[config.mk]
export PLATFORM = sky130hd
export DESIGN_NAME = digit_serial_adder
export DESIGN_NICKNAME = d
export VERILOG_FILES = /design/src/rtl/digit_serial_pkg.sv /design/src/rtl/digit_serial_adder_slice.sv /design/src/rtl/digit_serial_adder.sv
export SDC_FILE = /design/constraint.sdc
export NUM_CORES = 1
export LEC_CHECK = 0
export CAP_MARGIN = 15
export CORE_MARGIN = 10
export CORE_UTILIZATION = 55
export CTS_CLUSTER_DIAMETER = 120
export DETAILED_ROUTE_END_ITERATION = 8
export DONT_BUFFER_PORTS = 1
export GPL_ROUTABILITY_DRIVEN = 0
export PLACE_DENSITY = 0.72
export SLEW_MARGIN = 25
export SYNTH_ARGS = -nofsm -noshare
export SYNTH_HDL_FRONTEND = slang
export SYNTH_SLANG_ARGS = --single-unit
[constraint.sdc]
create_clock -name clk -period 1.52 [get_ports clk]
set_input_delay 0.228 -clock clk [delete_from_list [all_inputs] [get_ports clk]]
set_output_delay 0.228 -clock clk [all_outputs]
set_load 0.01 [all_outputs]
[src/rtl/digit_serial_pkg.sv]
// Shared types and helpers for the digit-serial adder: FSM state encoding,
// digit width and the digit-counter width function.
package digit_serial_pkg;

  typedef enum logic [1:0] {
    IDLE = 2'd0,
    RUN  = 2'd1,
    DONE = 2'd2
  } state_e;

  localparam int DIGIT_W = 2;

  // Counter width for n digits, never narrower than one bit.
  function automatic int clog2(input int n);
    int w;
    w = $clog2(n);
    return (w < 1) ? 1 : w;
  endfunction

endpackage

[src/rtl/digit_serial_adder_slice.sv]
// add2_slice: combinational 2-bit full adder, the one arithmetic slice that
// the digit-serial adder steps across its operands.
module add2_slice (
  input  logic [1:0] a,
  input  logic [1:0] b,
  input  logic       ci,
  output logic [1:0] s,
  output logic       co
);

  logic [2:0] total;

  assign total = {1'b0, a} + {1'b0, b} + {2'b00, ci};
  assign s     = total[1:0];
  assign co    = total[2];

endmodule

[src/rtl/digit_serial_adder.sv]
// Digit-serial adder: one 2-bit slice per cycle, LSD first, with valid/ready
// on both sides. Define DIGIT_SERIAL_ADDER_SUB_EN to add the subtract port.
module digit_serial_adder
  import digit_serial_pkg::*;
#(
  parameter int WIDTH = 8
) (
  input  logic             clk,
  input  logic             rst_n,
`ifdef DIGIT_SERIAL_ADDER_SUB_EN
  input  logic             sub,
`endif
  input  logic             in_valid,
  output logic             in_ready,
  input  logic [WIDTH-1:0] a,
  input  logic [WIDTH-1:0] b,
  input  logic             cin,
  output logic             out_valid,
  input  logic             out_ready,
  output logic [WIDTH-1:0] sum,
  output logic             cout
);

  localparam int CNT_W = clog2(WIDTH / DIGIT_W);
  localparam logic [CNT_W-1:0] CNT_LAST = CNT_W'(WIDTH / DIGIT_W - 1);

  state_e state_q, state_d;

  logic [WIDTH-1:0]         a_q, b_q, sum_q;
  logic                     carry_q;
  logic [CNT_W-1:0]         cnt_q;
  logic [DIGIT_W-1:0]       slice_s;
  logic                     slice_co;
  logic [WIDTH+DIGIT_W-1:0] sum_shift;
  logic [WIDTH-1:0]         b_load;
  logic                     c_load;
  logic                     accept;

  add2_slice u_slice (
    .a  (a_q[DIGIT_W-1:0]),
    .b  (b_q[DIGIT_W-1:0]),
    .ci (carry_q),
    .s  (slice_s),
    .co (slice_co)
  );

`ifdef DIGIT_SERIAL_ADDER_SUB_EN
  // Subtraction as a + ~b + 1; cout then means "no borrow".
  assign b_load = sub ? ~b : b;
  assign c_load = sub ? 1'b1 : cin;
`else
  assign b_load = b;
  assign c_load = cin;
`endif

  assign in_ready  = (state_q == IDLE);
  assign out_valid = (state_q == DONE);
  assign accept    = in_valid && (state_q == IDLE);
  assign sum_shift = {slice_s, sum_q};
  assign sum       = sum_q;
  assign cout      = carry_q;

  always_comb begin
    state_d = state_q;
    case (state_q)
      IDLE:    if (in_valid) state_d = RUN;
      RUN:     if (cnt_q == CNT_LAST) state_d = DONE;
      DONE:    if (out_ready) state_d = IDLE;
      default: state_d = IDLE;
    endcase
  end

  always_ff @(posedge clk or negedge rst_n) begin
    if (!rst_n) begin
      state_q <= IDLE;
    end else begin
      state_q <= state_d;
    end
  end

  always_ff @(posedge clk or negedge rst_n) begin
    if (!rst_n) begin
      a_q     <= '0;
      b_q     <= '0;
      sum_q   <= '0;
      carry_q <= 1'b0;
      cnt_q   <= '0;
    end else if (accept) begin
      a_q     <= a;
      b_q     <= b_load;
      carry_q <= c_load;
      cnt_q   <= '0;
    end else if (state_q == RUN) begin
      // Each digit enters at the top; after WIDTH/2 steps digit 0 sits at the LSB.
      a_q     <= a_q >> DIGIT_W;
      b_q     <= b_q >> DIGIT_W;
      sum_q   <= sum_shift[WIDTH+DIGIT_W-1:DIGIT_W];
      carry_q <= slice_co;
      cnt_q   <= cnt_q + CNT_W'(1);
    end
  end

endmodule

# [Word level (Yosys, flattened, before mapping)]
# Cells that the tools add are included.
[op_classes] n_eq_ne=6 n_addsub=3 bitwise_logic=1 n_mux=12 reduce_logical=5
[op_table] op="two-way mux 8 bit" n=4
[op_table] op="two-way mux 2 bit" n=5
[op_table] op="one-hot mux 2 bit (3 select lines)" n=1
[op_table] op="== test 2 bit (second input constant)" n=2
[op_table] op="inequality test 2 bit (second input constant)" n=2
[op_table] op="adder 2 x 2 -> 3 bit" n=1
[op_table] op="adder 3 x 1 -> 3 bit" n=1
[op_table] op="AND reduction 3 bit" n=1
[op_table] op="adder 2 x 1 -> 2 bit (second input constant)" n=1
[op_table] op="== test 2 x 1 -> 1 bit (second input constant)" n=1
[op_table] op="logical NOT 2 bit" n=1
[op_table] op="two-way mux 1 bit" n=2
[op_table] op="inequality test 2 x 1 -> 1 bit (second input constant)" n=1
[op_table] op="AND reduction 2 bit" n=1
[op_table] op="nonzero test 2 bit" n=1
[op_table] op="logical AND 1 bit" n=1
[op_table] op="NOT 1 bit" n=1
[word_totals] output_inout_bits=11 inputBits=21 ff_bits=29

# [Depth between registers and ports, before layout]
# Gate-level depths: netlist of run 1.
[logic_depth] depth_word=4 mapped_depth=6 depth_no_buf=6

# [Hierarchy]
# Synthesis of run 1 repeated with hierarchy kept, for this count alone.
[hier_totals] cells_unflattened=113 hier_area_um2=1406.3
[by_module_without_submodules] mod="digit_serial_adder" seq_area_each_um2=725.7 instances=1 area_per_inst_um2=1336.3 cells_per_inst=103
[by_module_without_submodules] mod="add2_slice" seq_area_each_um2=0.0 instances=1 area_per_inst_um2=70.1 cells_per_inst=10

# [Worst setup path before layout of run 1]
# No wires, ideal clock.
[synth_path] path_kind="register to register" from="register carry_q, in the netlist cout" to="register sum_q[7], in the netlist sum[7]" t_arrival_ns=1.445 path_stages_with_launch=5 t_required_ns=1.394 slack_ns=-0.051 path_cell_list="dfrtp_1 -> inv_1 -> fa_1 -> fa_1 -> o21ai_0"
[synth_via] elab_chain_len=1
[synth_rtl] item="start, declared" line_no="digit_serial_adder.sv:30" text="logic carry_q;"
[synth_rtl] item="start signal, assigned" line_no="digit_serial_adder.sv:91" text="carry_q <= c_load;"
[synth_rtl] item="start signal, assigned" line_no="digit_serial_adder.sv:98" text="carry_q <= slice_co;"
[synth_rtl] item="adder 3 x 1 -> 3 bit" line_no="digit_serial_adder_slice.sv:13" text="assign total = {1'b0, a} + {1'b0, b} + {2'b00, ci};"
[synth_rtl] item="end signal, assigned" line_no="digit_serial_adder.sv:97" text="sum_q <= sum_shift[WIDTH+DIGIT_W-1:DIGIT_W];"
[synth_rtl] item="end, declared" line_no="digit_serial_adder.sv:29" text="logic [WIDTH-1:0] a_q, b_q, sum_q;"
# Every way passes these cells.
# A chain may end at the register's enable or synchronous reset.

# [Worst setup path after layout of run 1]
[layout_path] from="register b_q[0]" to="register sum_q[7], in the netlist sum[7]"
[layout_via] elab_chain_len=2
[layout_rtl] item="start, declared" line_no="digit_serial_adder.sv:29"
[layout_rtl] item="start signal, assigned" line_no="digit_serial_adder.sv:90" text="b_q <= b_load;"
[layout_rtl] item="start signal, assigned" line_no="digit_serial_adder.sv:96" text="b_q <= b_q >> DIGIT_W;"
[layout_rtl] item="adder 2 x 2 -> 3 bit" line_no="digit_serial_adder_slice.sv:13"
[layout_rtl] item="adder 3 x 1 -> 3 bit" line_no="digit_serial_adder_slice.sv:13"
# Every way passes these cells.

==> flow_summary.json, run 1 <==
{
  "drtPass1Iterations": 4,
  "synth_mux_area_share_pct": 6.69,
  "placed_cells": 141,
  "synth_xor_area_share_pct": 0,
  "h-tree-depth": 2,
  "synthAdderAreaFrac_pct": 3.90,
  "netSwitchingPower_w": 0.00137,
  "yosys.area_share.simple_pct": 5.66,
  "syn_avg_cell_area_um2": 11.4,
  "peakVddDrop_mv": 1.47,
  "cts_sinks": 29,
  "finalClockSkew_ns": 0.00606,
  "totalWireLength_um": 3090,
  "antenna_found_initial": 0,
  "p_leak_nw": 0.668,
  "final_common_cell": "dfrtp_1",
  "coreArea_um2": 2280,
  "final-instance-count-excl-fill": 154,
  "slew_viol_final": 0,
  "grt_usage_pct": 12.5,
  "regArea_um2": 726,
  "die_area_um2": 4830,
  "grt_overflow_total": 0,
  "syn_area_um2": 1350,
  "max_cap_viol_count": 0,
  "multi_input_area_um2": 537,
  "root_buffer": "clkbuf_4",
  "pwr-share-comb_pct": 40.7,
  "drcViolationCount": 0,
  "cts_inserted_buffers": 5,
  "synthCells": 118,
  "grt_max_degree": 30,
  "cts_tree": "done",
  "ant_nets": 0,
  "arrival_ns": 1.69,
  "cts.path.max_buffers": 2,
  "clk_latency_ns": 0.31,
  "finalCritPeriodShare_pct": 98.1,
  "std_cell_rows": 17,
  "num-nets-final": 149,
  "finalHoldViolCount": 0,
  "vias_per_cell": 6.17,
  "crit_type": "reg2reg",
  "crit_path_max_fanout": 2,
  "p_int_w": 0.00230,
  "tightest_slew_ns": 0.397,
  "syn_nets": 142,
  "rsz0062_at_grt": "true",
  "status": "finished clean",
  "ys_seq_area_share_pct": 53.9,
  "hp-class": "in2reg",
  "ys_ff_latch": 29,
  "yosysUniqueCellTypes": 21,
  "wl_per_cell_um": 20.0,
  "start_kind": "flop",
  "io_pins": 32,
  "setup-violations-final": 0,
  "yosys_warnings": 0,
  "drtIter0Drc": 52,
  "maxSlewHeadroom_pct": 73.6,
  "syn_to_final_growth_pct": 11.0,
  "drive_gt1_share_pct": 23.0,
  "hold_ws_ns": 0.0571,
  "die_x_um": 69.5,
  "period_minus_slack_ns": 1.49,
  "synth_compound_area_share_pct": 22.5,
  "fmax_ghz": 0.671,
  "power_frac_seq_pct": 41.3,
  "crit_required_ns": 1.72,
  "grt_pass1_wl_um": 5000,
  "power_w": 0.00367,
  "synth_top_family_by_area": "compound AO/OA/AOI/OAI gates",
  "power_frac_clock_pct": 18.1,
  "dieHeight_um": 69.5,
  "dp_hpwl_um": 2210,
  "vias": 950,
  "io_buffers": 0,
  "power_density_nw_per_um2": 2450,
  "grt_pass1_vias": 984,
  "antenna_cells": 0,
  "cp-end-kind": "flop",
  "path_clk_slew_ns": 0.09,
  "start_util_pct": 59.2,
  "layout_common_cells": "dfrtp_1 (29), o22ai_1 (21), a21oi_1 (8)",
  "final.fill_count": 190,
  "switching_share_pct": 37.2
}
-- power groups by stage --
stage / clock network, W / registers [W] / logic (W)
6_report: 0.000662 / 0.00151 / 0.00149
5_1_grt: 0.000711 / 0.00157 / 0.00167
4_1_cts: 0.000669 / 0.00153 / 0.00139
3_5_place_dp: 0 / 0.00155 / 0.00137
3_3_place_gp: 0 / 0.00152 / 0.00130
2_1_floorplan: 0 / 0.00141 / 0.00125
-- cell usage after synthesis --
cell type  number  area share, %
a21oi_1         9            3.3
buf_2           2           0.74
o21bai_1        1           0.56
a32o_1          2            1.5
fa_1            2            3.0
dfrtp_1        29             54
nand2b_4        1            1.0
nor2_1          5            1.4
nand2b_1        2           0.93
nor2b_1         1           0.46
o22ai_1        22             10
buf_4           3            1.7
ha_1            1           0.93
nand2_1         5            1.4
and2_1          1           0.46
buf_6           3            2.5
a22o_1          2            1.3
o21ai_0         8            3.0
a2bb2oi_1       4            2.6
mux2_4          6            6.7
inv_1           9            2.5
-- repair_timing --
action,CTS,global route
buffers inserted,0,3
resized for setup,0,6
hold buffers,2,0
endpoints found under the setup margin,0,2
endpoints found under the hold margin,29,0
-- through the flow --
stage | TNS, ns | area [um2] | util (%) | setup WS [ns]
3_5_place_dp | 0 | 1340 | 58.9 | 0.0406
5_1_grt | -0.0184 | 1500 | 65.7 | -0.0184
2_1_floorplan | 0 | 1350 | - | 0.0108
4_1_cts | 0 | 1460 | 64.2 | 0.0221
6_report | 0 | 1500 | 65.7 | 0.0290
3_3_place_gp | 0 | 1340 | 58.9 | 0.0827
-- kinds of logic after synthesis --
logic type      count (synthesis)
compound gates                 48
flops                          29
buf+inv                        17
simple gates                   15
mux                             6
fa+ha+maj                       3
-- routing by layer --
metal  part of all wire [%]  vias up  wire [um]  global-route usage, %
met3                    8.1        4        249                   5.85
met2                     48       37       1490                   20.2
met5                      0        -          0                      0
met4                   0.71        0         22                   2.66
li1                       -      443          -                      -
met1                     43      466       1320                   14.7
-- critical path: stages (launching register included) --
cell and delay (ns):
dfrtp_1 0.37, inv_2 0.05, fa_2 0.38, fa_2 0.53
o21ai_1 0.06
-- registers in the layout (all words and copies together), names as in the netlist --
name,cells
cout,1
b_q,8
cnt_q,2
state_q,2
a_q,8
sum,8
-- path summary, 6_finish.rpt --
path | start | endpoint | slack (ns) | cells after the start
worst max-delay path | b_q[0]$_DFFE_PN0P_ | sum[7]$_DFFE_PN0P_ | 0.03 | 4
worst min-delay path | a[7] | a_q[7]$_DFFE_PN0P_ | 0.06 | 2
worst max register to register | b_q[0]$_DFFE_PN0P_ | sum[7]$_DFFE_PN0P_ | 0.03 | 4
worst min register to register | b_q[6]$_DFFE_PN0P_ | b_q[6]$_DFFE_PN0P_ | 0.51 | 1
max in group asynchronous | rst_n | state_q[1]$_DFFE_PN0P_ | 1.01 | 2
min in group asynchronous | rst_n | sum[0]$_DFFE_PN0P_ | 0.35 | 2
-- layout make-up --
| type | count | area share [%] |
|---|---|---|
| Clock inverter | 2 | 2.51 |
| Timing Repair Buffer | 8 | 5.02 |
| Multi-Input combinational cell | 72 | 35.9 |
| Clock buffer | 6 | 3.43 |
| Inverter | 9 | 2.26 |
| Tap cell | 28 | 2.34 |
| Sequential cell | 29 | 48.5 |
Note: power is estimated with default switching activity, not from simulation.
==> run 2: changes to the inputs <==
--- a/config.mk
+++ b/config.mk
@@ -12,7 +12,8 @@
 export DETAILED_ROUTE_END_ITERATION = 8
 export DONT_BUFFER_PORTS = 1
 export GPL_ROUTABILITY_DRIVEN = 0
-export PLACE_DENSITY = 0.72
+export PLACE_DENSITY = 0.73
+export SETUP_SLACK_MARGIN = 0.3
 export SLEW_MARGIN = 25
 export SYNTH_ARGS = -nofsm -noshare
 export SYNTH_HDL_FRONTEND = slang
==> run 2 against run 1 <==
- largest cell class unchanged
- global-route usage grew 0.74 points
- fmax fell by 0.43%
- register-to-register slack hardly changed
- critical endpoint unchanged
==> flow_summary.json, run 2 (synthesis gave the netlist of run 1 again) <==
{
  "status": "finished clean",
  "switching_share_pct": 38.8,
  "final_util_pct": 71.8,
  "grt_overflow_total": 0,
  "dieHeight_um": 69.5,
  "io_pins": 32,
  "timing.setup.tns_ns": 0,
  "die_area_um2": 4830,
  "vias": 1024,
  "antenna_cells": 0,
  "slew_viol_final": 0,
  "placed_cells": 142,
  "finalCritPeriodShare_pct": 98.5,
  "drive_gt1_share_pct": 38.5,
  "io_buffers": 0,
  "tightest_slew_ns": 0.218,
  "pwr-share-comb_pct": 47.1,
  "drtIter0Drc": 92,
  "totalWireLength_um": 3340,
  "final-instance-count-excl-fill": 163,
  "rsz0062_at_grt": "true",
  "start_kind": "flop",
  "max_cap_viol_count": 0,
  "fmax_ghz": 0.668,
  "final_common_cell": "dfrtp_1",
  "cp-end-kind": "flop",
  "crit_type": "reg2reg",
  "grt_pass1_wl_um": 5180,
  "hold_depth": 2,
  "power_frac_clock_pct": 13.8,
  "vias_per_cell": 6.28,
  "crit_required_ns": 1.75,
  "holdPathEnd": "a_q[6]$_DFFE_PN0P_",
  "grt_pass1_vias": 1021,
  "clk_latency_ns": 0.33,
  "coreArea_um2": 2280,
  "p_int_w": 0.00242,
  "r2r-start": "b_q[0]$_DFFE_PN0P_",
  "dp_hpwl_um": 2100,
  "std_cell_rows": 17,
  "arrival_ns": 1.72,
  "finalWorstSetupSlack_ns": 0.0225,
  "ant_nets": 0,
  "grt_usage_pct": 13.3,
  "p_leak_nw": 0.721,
  "cts_inserted_buffers": 5,
  "crit_path_max_fanout": 2,
  "regToRegSetupSlack_ns": 0.02,
  "cts.path.max_buffers": 2,
  "finalHoldViolCount": 0,
  "power_frac_seq_pct": 39.1,
  "start_util_pct": 59.2,
  "wl_per_cell_um": 20.5,
  "h-tree-depth": 2,
  "root_buffer": "clkbuf_4",
  "hp-class": "in2reg",
  "power_density_nw_per_um2": 2420,
  "cts_tree": "done",
  "path_clk_slew_ns": 0.09,
  "finalClockSkew_ns": 0.0104,
  "grt_max_degree": 30,
  "rr_endpoint": "sum[7]$_DFFE_PN0P_",
  "pre_cts_slack_ns": 0.0425,
  "setup-violations-final": 0,
  "maxSlewHeadroom_pct": 85.5,
  "drcViolationCount": 0,
  "ff2ff_path_depth": 4,
  "netSwitchingPower_w": 0.00153,
  "antenna_found_initial": 0,
  "drtPass1Iterations": 4,
  "layout_common_cells": "dfrtp_1 (27), o22ai_1 (18), buf_4 (10)",
  "period_minus_slack_ns": 1.50,
  "peakVddDrop_mv": 1.40,
  "die_x_um": 69.5,
  "cts_sinks": 29,
  "syn_to_final_growth_pct": 21.3,
  "num-nets-final": 158,
  "worstHoldStart": "a[6]"
}
==> run 2: cell types whose count changed in the layout (fill, tap and decap cells not counted), sizes merged <==
cell / previous run / this run
inv: 9 / 7
nand2b: 3 / 5
bufinv: 1 / 0
buf: 7 / 14
clkbuf: 6 / 7
clkinv: 0 / 2
==> run 2: layout make-up <==
type	instances	area, um2
Sequential cell	29	728
Fill cell	165	642
Multi-Input combinational cell	74	617
Timing Repair Buffer	15	141
Clock buffer	7	65.1
Inverter	9	42.5
Tap cell	28	35.0
Clock inverter	1	5.00
==> run 2: metrics by stage <==
step	hold slack, ns	cell area, um2	total power [W]
after floorplan	-0.0676	1350	0.00267
after global placement	-0.0667	1350	0.00282
after detailed placement	-0.0667	1350	0.00291
after CTS	0.0322	1500	0.00361
after global routing	0.0306	1630	0.00425
final	0.0324	1630	0.00395
==> run 2: worst max-delay path by stage <==
stage / startpoint / endpoint / slack [ns] / cells past startpoint
3_3_place_gp: a_q[0]$_DFFE_PN0P_ / sum[7]$_DFFE_PN0P_ / 0.09 / 4
5_1_grt: b_q[0]$_DFFE_PN0P_ / sum[7]$_DFFE_PN0P_ / -0.01 / 4
3_5_place_dp: b_q[0]$_DFFE_PN0P_ / cout$_DFFE_PN0P_ / 0.04 / 6
6_report: b_q[0]$_DFFE_PN0P_ / sum[7]$_DFFE_PN0P_ / 0.02 / 4
4_1_cts: cout$_DFFE_PN0P_ / cout$_DFFE_PN0P_ / 0.03 / 6
2_1_floorplan: cout$_DFFE_PN0P_ / sum[7]$_DFFE_PN0P_ / 0.07 / 4
==> run 2: layer usage <==
| metal | GRT usage (%) | part of all wire (%) | vias to the layer above |
|---|---|---|---|
| li1 | - | - | 466 |
| met1 | 14.7 | 38 | 507 |
| met2 | 20.5 | 50 | 44 |
| met3 | 6.99 | 9.7 | 7 |
| met4 | 5.99 | 1.9 | 0 |
| met5 | 0 | 0 | - |
==> run 2: power by group through the flow <==
stage | registers (W) | logic (W) | clock network [W]
5_1_grt | 0.00160 | 0.00206 | 0.000596
6_report | 0.00154 | 0.00186 | 0.000545
4_1_cts | 0.00153 | 0.00153 | 0.000548
2_1_floorplan | 0.00141 | 0.00125 | 0
3_3_place_gp | 0.00150 | 0.00132 | 0
3_5_place_dp | 0.00153 | 0.00138 | 0
==> run 2: worst max-delay path: stages, from the launching register on <==
cell	delay [ns]
dfrtp_1	0.38
inv_2	0.05
fa_2	0.38
fa_2	0.52
o21ai_1	0.06
==> run 2: what timing repair did <==
action,in CTS,in global routing
endpoints found under the hold margin,29,0
pin swaps,1,2
resized for setup,10,20
gates cloned,1,1
hold buffers,2,0
setup endpoints to repair,20,24
buffers inserted,3,6
